## src/rtl/riscv_test_pkg.sv

```systemverilog
// Shared constants and enums for the riscv-tests end-of-test monitor.
package riscv_test_pkg;

   localparam int unsigned MODE_PC     = 0;
   localparam int unsigned MODE_TOHOST = 1;
   localparam int unsigned MODE_BOTH   = 2;

   typedef enum logic {
      ST_RUN  = 1'b0,
      ST_DONE = 1'b1
   } state_e;

   typedef enum logic [1:0] {
      V_NONE    = 2'd0,
      V_PASS    = 2'd1,
      V_FAIL    = 2'd2,
      V_TIMEOUT = 2'd3
   } verdict_e;

endpackage

```

## src/rtl/riscv_test_monitor_if.sv

```systemverilog
// Core-side observation signals and verdict outputs of the test monitor.
interface riscv_test_monitor_if #(
   parameter int unsigned XLEN  = 32,
   parameter int unsigned CNT_W = 32
);
   logic              enable;
   logic [XLEN-1:0]   pc;
   logic [XLEN-1:0]   gp;
   logic              st_valid;
   logic [XLEN-1:0]   st_addr;
   logic [XLEN-1:0]   st_data;
   logic              done;
   logic              pass;
   logic              fail;
   logic              timeout;
   logic [XLEN-2:0]   fail_testnum;
   logic [CNT_W-1:0]  cycle_count;

   modport master (
      output enable, pc, gp, st_valid, st_addr, st_data,
      input  done, pass, fail, timeout, fail_testnum, cycle_count
   );

   modport slave (
      input  enable, pc, gp, st_valid, st_addr, st_data,
      output done, pass, fail, timeout, fail_testnum, cycle_count
   );
endinterface

```

## src/rtl/riscv_test_monitor_sat_counter.sv

```systemverilog
// Saturating up-counter with synchronous clear (clear wins over enable).
module sat_counter #(
   parameter int unsigned W = 8
) (
   input  logic         clk,
   input  logic         clr_i,
   input  logic         en_i,
   output logic [W-1:0] cnt_o
);
   logic [W-1:0] cnt_q;

   always_ff @(posedge clk) begin
      if (clr_i) begin
         cnt_q <= '0;
      end else if (en_i && (cnt_q != '1)) begin
         cnt_q <= cnt_q + W'(1);
      end
   end

   assign cnt_o = cnt_q;
endmodule

```

## src/rtl/riscv_test_monitor.sv

```systemverilog
// End-of-test monitor: PC-halt and/or tohost watch, sticky pass/fail/timeout verdict.
module riscv_test_monitor
   import riscv_test_pkg::*;
#(
   parameter int unsigned     XLEN           = 32,
   parameter int unsigned     MODE           = MODE_BOTH,
   parameter logic [XLEN-1:0] HALT_PC        = XLEN'('h44),
   parameter int unsigned     STABLE_CYCLES  = 2,
   parameter logic [XLEN-1:0] TOHOST_ADDR    = XLEN'('h1000),
   parameter int unsigned     TIMEOUT_CYCLES = 5000,
   parameter int unsigned     CNT_W          = 32
) (
   input logic                 clk,
   input logic                 rst,
   riscv_test_monitor_if.slave mon
);
   localparam int unsigned SC_W = $clog2(STABLE_CYCLES + 1);

   state_e           state_q, state_d;
   verdict_e         verdict_d;
   logic [XLEN-2:0]  testnum_d;
   logic             run_en;
   logic             pc_match;
   logic             pc_evt;
   logic             th_evt;
   logic             tmo_evt;
   logic [SC_W-1:0]  stable_cnt;
   logic [CNT_W-1:0] cycle_cnt;
   logic             done_q, pass_q, fail_q, timeout_q;
   logic [XLEN-2:0]  testnum_q;

   assign run_en   = (state_q == ST_RUN) && mon.enable;
   assign pc_match = (mon.pc == HALT_PC);
   assign pc_evt   = (MODE != MODE_TOHOST) && pc_match &&
                     (stable_cnt >= SC_W'(STABLE_CYCLES - 1));
   assign th_evt   = (MODE != MODE_PC) && mon.st_valid &&
                     (mon.st_addr == TOHOST_ADDR) && mon.st_data[0];
   assign tmo_evt  = (TIMEOUT_CYCLES != 0) &&
                     (cycle_cnt == CNT_W'(TIMEOUT_CYCLES - 1));

   // Consecutive HALT_PC cycles seen before the current one.
   sat_counter #(.W(SC_W)) u_stable_cnt (
      .clk   (clk),
      .clr_i (rst || (run_en && !pc_match)),
      .en_i  (run_en && pc_match),
      .cnt_o (stable_cnt)
   );

   sat_counter #(.W(CNT_W)) u_cycle_cnt (
      .clk   (clk),
      .clr_i (rst),
      .en_i  (run_en),
      .cnt_o (cycle_cnt)
   );

   // Event priority: tohost store, then PC halt, then timeout.
   always_comb begin
      state_d   = state_q;
      verdict_d = V_NONE;
      testnum_d = '0;
      if (run_en) begin
         if (th_evt) begin
            if (mon.st_data == XLEN'(1)) begin
               verdict_d = V_PASS;
            end else begin
               verdict_d = V_FAIL;
               testnum_d = mon.st_data[XLEN-1:1];
            end
         end else if (pc_evt) begin
            if (mon.gp == XLEN'(1)) begin
               verdict_d = V_PASS;
            end else begin
               verdict_d = V_FAIL;
               testnum_d = mon.gp[XLEN-1:1];
            end
         end else if (tmo_evt) begin
            verdict_d = V_TIMEOUT;
         end
         if (verdict_d != V_NONE) begin
            state_d = ST_DONE;
         end
      end
   end

   always_ff @(posedge clk) begin
      if (rst) begin
         state_q   <= ST_RUN;
         done_q    <= 1'b0;
         pass_q    <= 1'b0;
         fail_q    <= 1'b0;
         timeout_q <= 1'b0;
         testnum_q <= '0;
      end else begin
         state_q <= state_d;
         if (verdict_d != V_NONE) begin
            done_q    <= 1'b1;
            pass_q    <= (verdict_d == V_PASS);
            fail_q    <= (verdict_d == V_FAIL);
            timeout_q <= (verdict_d == V_TIMEOUT);
            testnum_q <= testnum_d;
         end
      end
   end

   assign mon.done         = done_q;
   assign mon.pass         = pass_q;
   assign mon.fail         = fail_q;
   assign mon.timeout      = timeout_q;
   assign mon.fail_testnum = testnum_q;
   assign mon.cycle_count  = cycle_cnt;
endmodule

```

## src/flat_wrapper.sv

```systemverilog
// flat-port wrapper written by rule: the top's interface ports become plain ports
module riscv_test_monitor_flat import riscv_test_pkg::*;
#(
   parameter int unsigned     XLEN           = 32,
   parameter int unsigned     MODE           = MODE_BOTH,
   parameter logic [XLEN-1:0] HALT_PC        = XLEN'('h44),
   parameter int unsigned     STABLE_CYCLES  = 2,
   parameter logic [XLEN-1:0] TOHOST_ADDR    = XLEN'('h1000),
   parameter int unsigned     TIMEOUT_CYCLES = 5000,
   parameter int unsigned     CNT_W          = 32
)
  (clk, rst, mon_enable, mon_pc, mon_gp, mon_st_valid, mon_st_addr, mon_st_data, mon_done, mon_pass, mon_fail, mon_timeout, mon_fail_testnum, mon_cycle_count);
  riscv_test_monitor_if #(.XLEN(XLEN), .CNT_W(CNT_W)) mon_i ();
  input logic clk;
  input logic rst;
  input wire logic [$bits(mon_i.enable)-1:0] mon_enable;
  input wire logic [$bits(mon_i.pc)-1:0] mon_pc;
  input wire logic [$bits(mon_i.gp)-1:0] mon_gp;
  input wire logic [$bits(mon_i.st_valid)-1:0] mon_st_valid;
  input wire logic [$bits(mon_i.st_addr)-1:0] mon_st_addr;
  input wire logic [$bits(mon_i.st_data)-1:0] mon_st_data;
  output wire logic [$bits(mon_i.done)-1:0] mon_done;
  output wire logic [$bits(mon_i.pass)-1:0] mon_pass;
  output wire logic [$bits(mon_i.fail)-1:0] mon_fail;
  output wire logic [$bits(mon_i.timeout)-1:0] mon_timeout;
  output wire logic [$bits(mon_i.fail_testnum)-1:0] mon_fail_testnum;
  output wire logic [$bits(mon_i.cycle_count)-1:0] mon_cycle_count;
  assign mon_i.enable = mon_enable;
  assign mon_i.pc = mon_pc;
  assign mon_i.gp = mon_gp;
  assign mon_i.st_valid = mon_st_valid;
  assign mon_i.st_addr = mon_st_addr;
  assign mon_i.st_data = mon_st_data;
  assign mon_done = mon_i.done;
  assign mon_pass = mon_i.pass;
  assign mon_fail = mon_i.fail;
  assign mon_timeout = mon_i.timeout;
  assign mon_fail_testnum = mon_i.fail_testnum;
  assign mon_cycle_count = mon_i.cycle_count;
  riscv_test_monitor #(.XLEN(XLEN), .MODE(MODE), .HALT_PC(HALT_PC), .STABLE_CYCLES(STABLE_CYCLES), .TOHOST_ADDR(TOHOST_ADDR), .TIMEOUT_CYCLES(TIMEOUT_CYCLES), .CNT_W(CNT_W)) u_core (.clk(clk), .rst(rst), .mon(mon_i));
endmodule
```

## config.mk

```make
export PLATFORM = sky130hd
export DESIGN_NAME = riscv_test_monitor_flat
export DESIGN_NICKNAME = d
export VERILOG_FILES = /design/src/rtl/riscv_test_pkg.sv /design/src/rtl/riscv_test_monitor_if.sv /design/src/rtl/riscv_test_monitor_sat_counter.sv /design/src/rtl/riscv_test_monitor.sv /design/src/flat_wrapper.sv
export SDC_FILE = /design/constraint.sdc
export NUM_CORES = 1
export LEC_CHECK = 0
export CELL_PAD_IN_SITES_DETAIL_PLACEMENT = 1
export CELL_PAD_IN_SITES_GLOBAL_PLACEMENT = 1
export CORE_ASPECT_RATIO = 0.75
export CORE_UTILIZATION = 29
export CTS_BUF_LIST = sky130_fd_sc_hd__clkbuf_8
export CTS_CLUSTER_DIAMETER = 120
export CTS_CLUSTER_SIZE = 14
export DETAILED_ROUTE_END_ITERATION = 8
export HOLD_SLACK_MARGIN = 0.02
export PLACE_DENSITY = 0.86
export SLEW_MARGIN = 20
export SYNTH_ARGS = -nofsm -noshare
export SYNTH_HDL_FRONTEND = slang
export SYNTH_HIERARCHICAL = 1
export SYNTH_SLANG_ARGS = --single-unit
```

## constraint.sdc

```tcl
create_clock -name clk -period 3.2 [get_ports clk]
set_input_delay 0.64 -clock clk [delete_from_list [all_inputs] [get_ports clk]]
set_output_delay 0.64 -clock clk [all_outputs]
set_load 0.005 [all_outputs]
```

# --- Yosys cells after proc, flatten, opt, wreduce, memory -nomap -nowiden ---
# Cells that the tools add are included.
totals:
  reg_bits: 70
  out_inout_bits: 67
  elab_cells: 47
op_classes:
  addsub: 2
  n_lt_le_gt_ge: 1
  n_eq_ne: 10
  mux: 12
  n_bitwise: 1
  n_reduce_logical: 13
op_table:
  columns: ["cell", "count"]
  rows:
  - ["$mux 31", 5]
  - ["$eq 32x1->1 const B", 2]
  - ["$eq 32x13->1 const B", 2]
  - ["$add 32x1->32 const B", 1]
  - ["$eq 32x7->1 const B", 1]
  - ["$ne 32x32->1 const B", 1]
  - ["$mux 2", 7]
  - ["$logic_and 1x1->1", 8]
  - ["$eq 2x2->1 const B", 2]
  - ["$reduce_bool 2->1", 2]
  - ["$add 2x1->2 const B", 1]
  - ["$eq 2x1->1 const B", 1]
  - ["$ge 2x1->1 const B", 1]
  - ["$ne 2x2->1 const B", 1]
  - ["$reduce_and 2->1", 1]
  - ["$logic_not 1->1", 1]
  - ["$logic_or 1x1->1", 1]
  - ["$not 1->1", 1]

# --- Logic depth before layout (Yosys ltp) ---
# Gate-level depths: netlist of the first run.
logic_depth:
  word_depth: 7
  mapped_depth: 8

# --- Cells and area by module ---
# Netlist of the first run, hierarchy kept.
modules_own_cells:
  columns: ["module", "n_inst", "cells_per_inst", "area_each_um2"]
  rows:
  - ["riscv_test_monitor", 1, 216, 1986.9]
  - ["sat_counter (u_core.u_cycle_cnt)", 1, 199, 1674.1]
  - ["sat_counter (u_core.u_stable_cnt)", 1, 10, 113.9]

# --- Worst setup path before layout of the first run ---
# Ideal clock, no wire load.
synth_path:
  path_type: "input -> register"
  start: "in mon_enable"
  end: "reg u_core.u_cycle_cnt.cnt_q[31], in the netlist u_core/u_cycle_cnt/cnt_o[31]"
  t_arrival_ns: 2.383
  t_required_ns: 3.079
  slack_ns: 0.697
  stages: 7
  path_buffers: 0
  cell_sequence: "nand2_1 > inv_1 > nand4_1 > nor4_2 > nand4_1 > nor4_1 > mux2_2"
synth_via:
  elab_chain_len: 2
synth_lines:
  columns: ["item", "line", "rtl"]
  rows:
  - ["start, declared", "flat_wrapper.sv:16", "input wire logic [$bits(mon_i.enable)-1:0] mon_enable;"]
  - ["$logic_and 1x1->1", "riscv_test_monitor.sv:32", "assign run_en = (state_q == ST_RUN) && mon.enable;"]
  - ["via u_core.run_en", "riscv_test_monitor.sv:22", "logic run_en;"]
  - ["$logic_and 1x1->1", "riscv_test_monitor_sat_counter.sv:15", "end else if (en_i && (cnt_q != '1)) begin"]
  - ["end signal, assigned", "riscv_test_monitor_sat_counter.sv:16", "cnt_q <= cnt_q + W'(1);"]
  - ["end, declared", "riscv_test_monitor_sat_counter.sv:10", "logic [W-1:0] cnt_q;"]
# The timed path passes the listed nets, and every way through them passes these cells.
# A chain may end at the register's enable or synchronous reset.

# --- Final worst setup path of the first run ---
layout_path:
  start: "in mon_pc[13]"
  end: "reg u_core.testnum_q[14], in the netlist u_core/mon.fail_testnum[14]"
layout_via:
  elab_chain_len: 7
layout_lines:
  columns: ["item", "line", "rtl"]
  rows:
  - ["start, declared", "flat_wrapper.sv:17", "input wire logic [$bits(mon_i.pc)-1:0] mon_pc;"]
  - ["$eq 32x7->1 *", "riscv_test_monitor.sv:33", "assign pc_match = (mon.pc == HALT_PC);"]
  - ["$logic_and 1x1->1 *", "riscv_test_monitor.sv:34", "assign pc_evt = (MODE != MODE_TOHOST) && pc_match &&"]
  - ["$mux 2", "riscv_test_monitor.sv:69", "end else if (pc_evt) begin"]
  - ["$mux 2", "riscv_test_monitor.sv:62", "if (th_evt) begin"]
  - ["$mux 2 (2 in series)", "riscv_test_monitor.sv:61", "if (run_en) begin"]
  - ["$reduce_bool 2->1", "riscv_test_monitor.sv:95", "if (verdict_d != V_NONE) begin"]
  - ["end signal, assigned", "riscv_test_monitor.sv:100", "testnum_q <= testnum_d;"]
  - ["end, declared", "riscv_test_monitor.sv:30", "logic [XLEN-2:0] testnum_q;"]
# Mark *: on every way between the ends. The rest lies on a longest branch, timed or not. The select of a mux whose other input is x is not followed.

==> flow_metrics.py, run 1 <==
metrics = {
    "pwr": {
        "peakVddDrop_uv": 158,
        "leakage_nw": 1.96,
        "power_density_mw_per_mm2": 286,
    },
    "floorplanning": {
        "core_area_mm2": 0.0125,
        "start_util": 0.302,
        "fp.dieArea_mm2": 0.0135,
        "die_x_um": 134,
        "die_y_um": 101,
        "rows": 35,
        "io_pins": 199,
    },
    "global_route": {
        "grt_pass1_vias": 4390,
        "grt-ovfl-total": 0,
        "grtUsageTotal": 0.221,
        "antenna_found_initial": 0,
        "grt_pass1_wl_mm": 23.2,
        "grt_start_max_net_pins": 37,
    },
    "synth": {
        "yosysMostFrequentCell": "dfxtp_1",
        "yosys_register_bits": 70,
        "synth-edff-count": 0,
        "ys_seq_area_frac": 0.371,
        "synth_ff_type": "dfxtp_1",
        "synth_nets": 559,
        "syn_area_mm2": 0.00377,
        "yosysTopAreaCell": "dfxtp_1",
        "ys_types": 57,
        "ys.warnings.count": 6,
        "synth.avg_cell_area_um2": 8.88,
        "synth.top_cell.area_share": 0.371,
        "syn_inst": 425,
        "synth_commonest_cells": "dfxtp_1, nor4_1, a21oi_1",
        "async_reset_ff_frac": 0,
        "synth_area_leaders": "dfxtp_1, nor4_1, o2bb2ai_2",
    },
    "clock_tree": {
        "cts-root-buf": "clkbuf_8",
        "cts_sinks": 70,
        "clk_pin_slew_ns": 0.07,
        "tritoncts": "built",
        "clkLatencyLatePin_ns": 0.34,
        "post_cts_resized": 0,
        "post_cts_buffers": 0,
        "cts_buffers": 9,
        "cts.htree.levels": 3,
        "clk_path_buf_depth": 2,
        "ctsHoldBuffers": 0,
    },
    "drt": {
        "ant_nets": 0,
        "drtPass1Iterations": 4,
        "wire_per_inst_um": 19.0,
        "drt-total-wl_mm": 15.1,
        "drt_iter0_markers": 203,
        "vias": 4375,
        "drc_errors": 0,
        "via_per_inst": 5.52,
    },
    "sta": {
        "fin_setup_tns_ns": 0,
        "period_share": 0.841,
        "slew_headroom": 0.570,
        "rsz0062_at_grt": "no",
        "setup_viol": 0,
        "fin_crit_ns": 2.69,
        "hold_viol": 0,
        "slew_violations": 0,
        "fmax_mhz": 372,
        "finClkSkew_ns": 0.0110,
        "tightest_slew_ns": 0.640,
    },
    "final_layout": {
        "drive_above_1_share": 0.0942,
        "diodes": 0,
        "final_nets": 757,
        "area_growth_pct": 63.5,
        "final_area_mm2": 0.00617,
        "fin_util": 0.495,
    },
    "outcome": {
        "status": "finished, final reports clean",
    },
    "critical_path": {
        "reg2regPathDepth": 7,
        "slowest_stage": "nor4_4",
        "critical_path.reg2reg.endpoint": "u_core/mon.fail_testnum[27]$_SDFFE_PP0P_",
        "cp_max_fo": 31,
        "crit_path_end_kind": "flop",
        "critical_path_class": "in2reg",
        "path_cells": "clkdlybuf4s50_1 > nor4b_1 > nand4_1 > nor4_4 > nor3b_2 > buf_12 > a221oi_1 > nor3_1",
        "cp-start-kind": "input pin",
        "cp_top_family": "simple AND/OR/NAND/NOR gates",
        "timing.rr.start": "u_core/u_cycle_cnt/cnt_o[16]$_SDFFE_PP0P_",
        "ff2ff_setup_slack_ns": 0.76,
        "path_buf_inv": 2,
        "crit_required_ns": 3.45,
        "cp_data_arrival_time_ns": 2.94,
        "cp_slowest_stage_delay_ns": 0.43,
    },
    "hold_path": {
        "hold_path_end": "u_core/state_q$_SDFFE_PP0P_",
        "hold_class": "reg2reg",
        "min_from": "u_core/state_q$_SDFFE_PP0P_",
        "hold_depth": 2,
    },
    "place": {
        "post_dp_cell_area_mm2": 0.00600,
        "gp_congestion": 0.832,
        "port_buffers": 198,
        "place_hpwl_mm": 12.2,
    },
    "flow_run": {
        "maxCapViolations": 0,
    },
}
## final cells by class
cell class | instances | area [um2]
sequential | 70 | 1400
tap | 166 | 208
clock inverter | 2 | 8.76
clock buffer | 12 | 165
multi-input combinational | 322 | 2250
timing repair buffer | 215 | 2120
inverter | 5 | 18.8
fill | 1428 | 6310
## cells in the final DEF, fill, tap and decap left out, drive strengths merged, types with 14 or more instances in the layout
master,count
clkdlybuf4s50,197
dfxtp,70
nor4,37
a21oi,27
nor3,22
nor2b,22
nor2,21
nand4,18
buf,18
a221oi,17
nand2,15
nand3,15
o2bb2ai,15
a22oi,14
## worst register-to-register path, stage by stage (launching register included)
cell       delay, ns
dfxtp_1         0.40
nor4_1          0.45
nand4_1         0.25
nor4_4          0.46
o31ai_4         0.13
or3_1           0.31
buf_4           0.22
o2bb2ai_2       0.16
## metal layers
| layer | share of wire | global-route usage | wire length [um] |
|---|---|---|---|
| met1 | 0.43 | 0.277 | 6410 |
| met2 | 0.51 | 0.391 | 7620 |
| met3 | 0.059 | 0.0463 | 883 |
| met4 | 0.0092 | 0.0455 | 138 |
| met5 | 0 | 0 | 0 |
## worst max path at each step
stage	start	to	slack, ns	cells past startpoint
2_1_floorplan	mon_enable	u_core/u_cycle_cnt/cnt_o[31]$_SDFFE_PP0P_	0.70	7
3_3_place_gp	mon_pc[13]	u_core/mon.fail_testnum[16]$_SDFFE_PP0P_	0.26	8
3_5_place_dp	mon_pc[13]	u_core/mon.fail_testnum[2]$_SDFFE_PP0P_	0.13	8
4_1_cts	mon_pc[13]	u_core/mon.fail_testnum[2]$_SDFFE_PP0P_	0.48	8
5_1_grt	mon_pc[13]	u_core/mon.fail_testnum[13]$_SDFFE_PP0P_	0.31	8
6_report	mon_pc[13]	u_core/mon.fail_testnum[14]$_SDFFE_PP0P_	0.51	8
## metrics by stage
stage               hold WS (ns)  total power (W)  setup slack (ns)  instances
detailed placement         0.455          0.00114             0.134        778
global route               0.486          0.00184             0.311        792
floorplan                  0.431         0.000934             0.697        425
finish                     0.460          0.00177             0.509        792
global placement           0.444          0.00113             0.265        778
CTS                        0.465          0.00179             0.485        792
## cell families after synthesis
kind of cell | count (synthesis) | share of synthesized area
buf+inv | 33 | 0.0371
fa+ha+maj | 2 | 0.00663
compound gates | 106 | 0.220
simple gates | 203 | 0.336
xor+xnor | 7 | 0.0162
flops | 70 | 0.371
mux | 4 | 0.0126
## power by group
| group | total (W) | leakage, nW | switching [W] | internal, W |
|---|---|---|---|---|
| logic | 0.000237 | 1.30 | 0.0000751 | 0.000162 |
| clock network | 0.000651 | 0.0955 | 0.000318 | 0.000333 |
| registers | 0.000879 | 0.564 | 0.00000528 | 0.000873 |
## state kept, by name (all words and copies together), names as in the netlist
signal / count
u_core/state_q: 1
u_core/mon.fail: 1
u_core/mon.timeout: 1
u_core/u_cycle_cnt/cnt_o: 32
u_core/mon.done: 1
u_core/mon.pass: 1
u_core/mon.fail_testnum: 31
u_core/u_stable_cnt/cnt_o: 2
No activity file was read; power rests on OpenSTA's default activity.
==> inputs of run 2 (changes only) <==
==> constraint.sdc (replaced) <==
create_clock -name clk -period 2.7 [get_ports clk]
set_input_delay 0.54 -clock clk [delete_from_list [all_inputs] [get_ports clk]]
set_output_delay 0.54 -clock clk [all_outputs]
set_load 0.005 [all_outputs]
==> run 2 against run 1 <==
Critical path depth increased by 1. Sequential cell count unchanged. Sequential power increased by 18%. Via count increased by 0.98%. Cell count increased by 1.4%. Largest cell class unchanged. Global-route usage increased by 0.22 points. Routed wire length increased by 1.3%. Highest routed layer unchanged. Design area increased by 1.7%. Sequential share of layout area decreased by 0.38 points. Total power increased by 18%. Die area unchanged. Largest power group unchanged. Count of clock-buffer cells in the layout decreased by 2.
==> flow_metrics.py, run 2 (same netlist as run 1, synthesis figures left out) <==
metrics = {
    "flow_run": {
        "maxCapViolations": 0,
    },
    "critical_path": {
        "cp_max_fo": 14,
        "slowest_stage": "clkdlybuf4s50_1",
        "critPathMostFrequentCell": "buf_4",
        "cp_data_arrival_time_ns": 2.74,
        "cp_top_family": "simple AND/OR/NAND/NOR gates",
        "critical_path_class": "in2reg",
        "path_cells": "clkdlybuf4s50_1 > nor4b_1 > nand4_1 > nor4_4 > buf_4 > o31ai_4 > or3_1 > buf_4 > o2bb2ai_1",
        "path_buf_inv": 3,
        "crit_required_ns": 2.98,
        "crit_path_end_kind": "flop",
        "cp-start-kind": "input pin",
        "cp_slowest_stage_delay_ns": 0.41,
        "ff2ff_setup_slack_ns": 0.26,
    },
    "sta": {
        "slew_violations": 0,
        "tightest_slew_ns": 0.681,
        "fin_ws_ns": 0.240,
        "rsz0062_at_grt": "no",
        "period_share": 0.911,
        "hold_ws_ns": 0.461,
        "hold_viol": 0,
        "slew_headroom": 0.542,
        "fin_crit_ns": 2.46,
        "finClkSkew_ns": 0.00658,
        "setup_viol": 0,
        "fmax_mhz": 407,
    },
    "final_layout": {
        "layout_commonest_cell": "clkdlybuf4s50_1",
        "drive_above_1_share": 0.110,
        "area_growth_pct": 66.3,
        "diodes": 0,
        "largest_reg_flops": 32,
        "fill_cells": 1414,
        "fin_util": 0.503,
        "final_cell_mix": "clkdlybuf4s50_1, dfxtp_1, nor4_1",
        "final_area_mm2": 0.00628,
        "final_nets": 766,
    },
    "global_route": {
        "busiest_layer": "met2",
        "grt_util_met3": 0.0473,
        "use_met2": 0.379,
        "grt-ovfl-total": 0,
        "grt_start_max_net_pins": 37,
        "grtUsageTotal": 0.223,
        "antenna_found_initial": 0,
        "grt_pass1_wl_mm": 23.6,
        "grt_use_met1": 0.288,
        "grt_pass1_vias": 4463,
    },
    "drt": {
        "via_per_inst": 5.50,
        "vias": 4418,
        "drtPass1Iterations": 5,
        "drt_iter0_markers": 180,
        "wire_per_inst_um": 19.0,
        "ant_nets": 0,
        "drt-total-wl_mm": 15.3,
        "drc_errors": 0,
    },
    "place": {
        "post_dp_cell_area_mm2": 0.00610,
        "dp_slack_ns": -0.124,
        "gp_congestion": 0.829,
        "port_buffers": 198,
        "place_hpwl_mm": 12.1,
    },
    "pwr": {
        "leakage_nw": 2.02,
        "power_density_mw_per_mm2": 331,
        "peakVddDrop_uv": 196,
    },
    "clock_tree": {
        "ctsHoldBuffers": 0,
        "cts.htree.levels": 3,
        "post_cts_resized": 0,
        "tritoncts": "built",
        "clk_path_buf_depth": 2,
        "cts_buffers": 9,
        "post_cts_buffers": 0,
        "clkLatencyLatePin_ns": 0.35,
        "cts_sinks": 70,
        "clk_pin_slew_ns": 0.08,
        "cts-root-buf": "clkbuf_8",
    },
    "floorplanning": {
        "die_x_um": 134,
        "start_util": 0.302,
        "io_pins": 199,
        "die_y_um": 101,
        "rows": 35,
        "core_area_mm2": 0.0125,
        "fp.dieArea_mm2": 0.0135,
    },
    "hold_path": {
        "hold_class": "reg2reg",
    },
    "outcome": {
        "status": "finished, final reports clean",
    },
}
[run 2: changes by cell type in the layout (fill, tap and decap cells not counted), moves of 2 or more]
| cell | previous run | this run |
|---|---|---|
| clkinv_2 | 1 | 3 |
| buf_4 | 16 | 22 |
| buf_12 | 1 | 4 |
| clkbuf_8 | 12 | 10 |
[run 2: worst paths after layout]
| check | from | end | cells after the start |
|---|---|---|---|
| worst max-delay path | mon_pc[13] | u_core/mon.fail_testnum[20]$_SDFFE_PP0P_ | 9 |
| worst min-delay path | u_core/mon.pass$_SDFFE_PP0P_ | u_core/mon.pass$_SDFFE_PP0P_ | 2 |
| worst max register to register | u_core/u_cycle_cnt/cnt_o[17]$_SDFFE_PP0P_ | u_core/mon.fail_testnum[20]$_SDFFE_PP0P_ | 7 |
| worst min register to register | u_core/mon.pass$_SDFFE_PP0P_ | u_core/mon.pass$_SDFFE_PP0P_ | 2 |
[run 2: stage by stage]
step	instances	total power (W)	setup TNS, ns
final	803	0.00208	0
after global routing	803	0.00216	0
after CTS	803	0.00210	0
after detailed placement	787	0.00135	-3.09
after global placement	787	0.00134	-1.27
after floorplan	425	0.00111	0
[run 2: cell type report]
type,instances,area (um2),share of cell area
inverter,5,18.8,0.00299
clock inverter,6,30.0,0.00478
timing repair buffer,224,2220,0.354
multi-input combinational,322,2260,0.360
tap,166,208,0.0331
clock buffer,10,138,0.0219
sequential,70,1400,0.223
[run 2: tightest hold or removal path: stages (launching register included)]
cell	delay (ns)
dfxtp_1	0.32
nand2_1	0.05
a21oi_1	0.05
[run 2: layer usage]
| layer | vias to the layer above | share of wire |
|---|---|---|
| li1 | 2105 | - |
| met1 | 2140 | 0.44 |
| met2 | 158 | 0.49 |
| met3 | 15 | 0.057 |
| met4 | 0 | 0.011 |
| met5 | - | 0 |
[run 2: where the power goes]
part	internal (W)	total (W)	switching [W]
clock	0.000347	0.000753	0.000406
sequential	0.00103	0.00104	0.00000642
combinational	0.000194	0.000284	0.0000895
total	0.00158	0.00208	0.000502
==> inputs of run 3 (changes only) <==
--- a/config.mk
+++ b/config.mk
@@ -5,6 +5,7 @@
 export SDC_FILE = /design/constraint.sdc
 export NUM_CORES = 1
 export LEC_CHECK = 0
+export ABC_AREA = 0
 export CELL_PAD_IN_SITES_DETAIL_PLACEMENT = 1
 export CELL_PAD_IN_SITES_GLOBAL_PLACEMENT = 1
 export CORE_ASPECT_RATIO = 0.75
==> results of run 3 <==
Same layout as run 2: the final DEF is identical, and so are final timing and power.
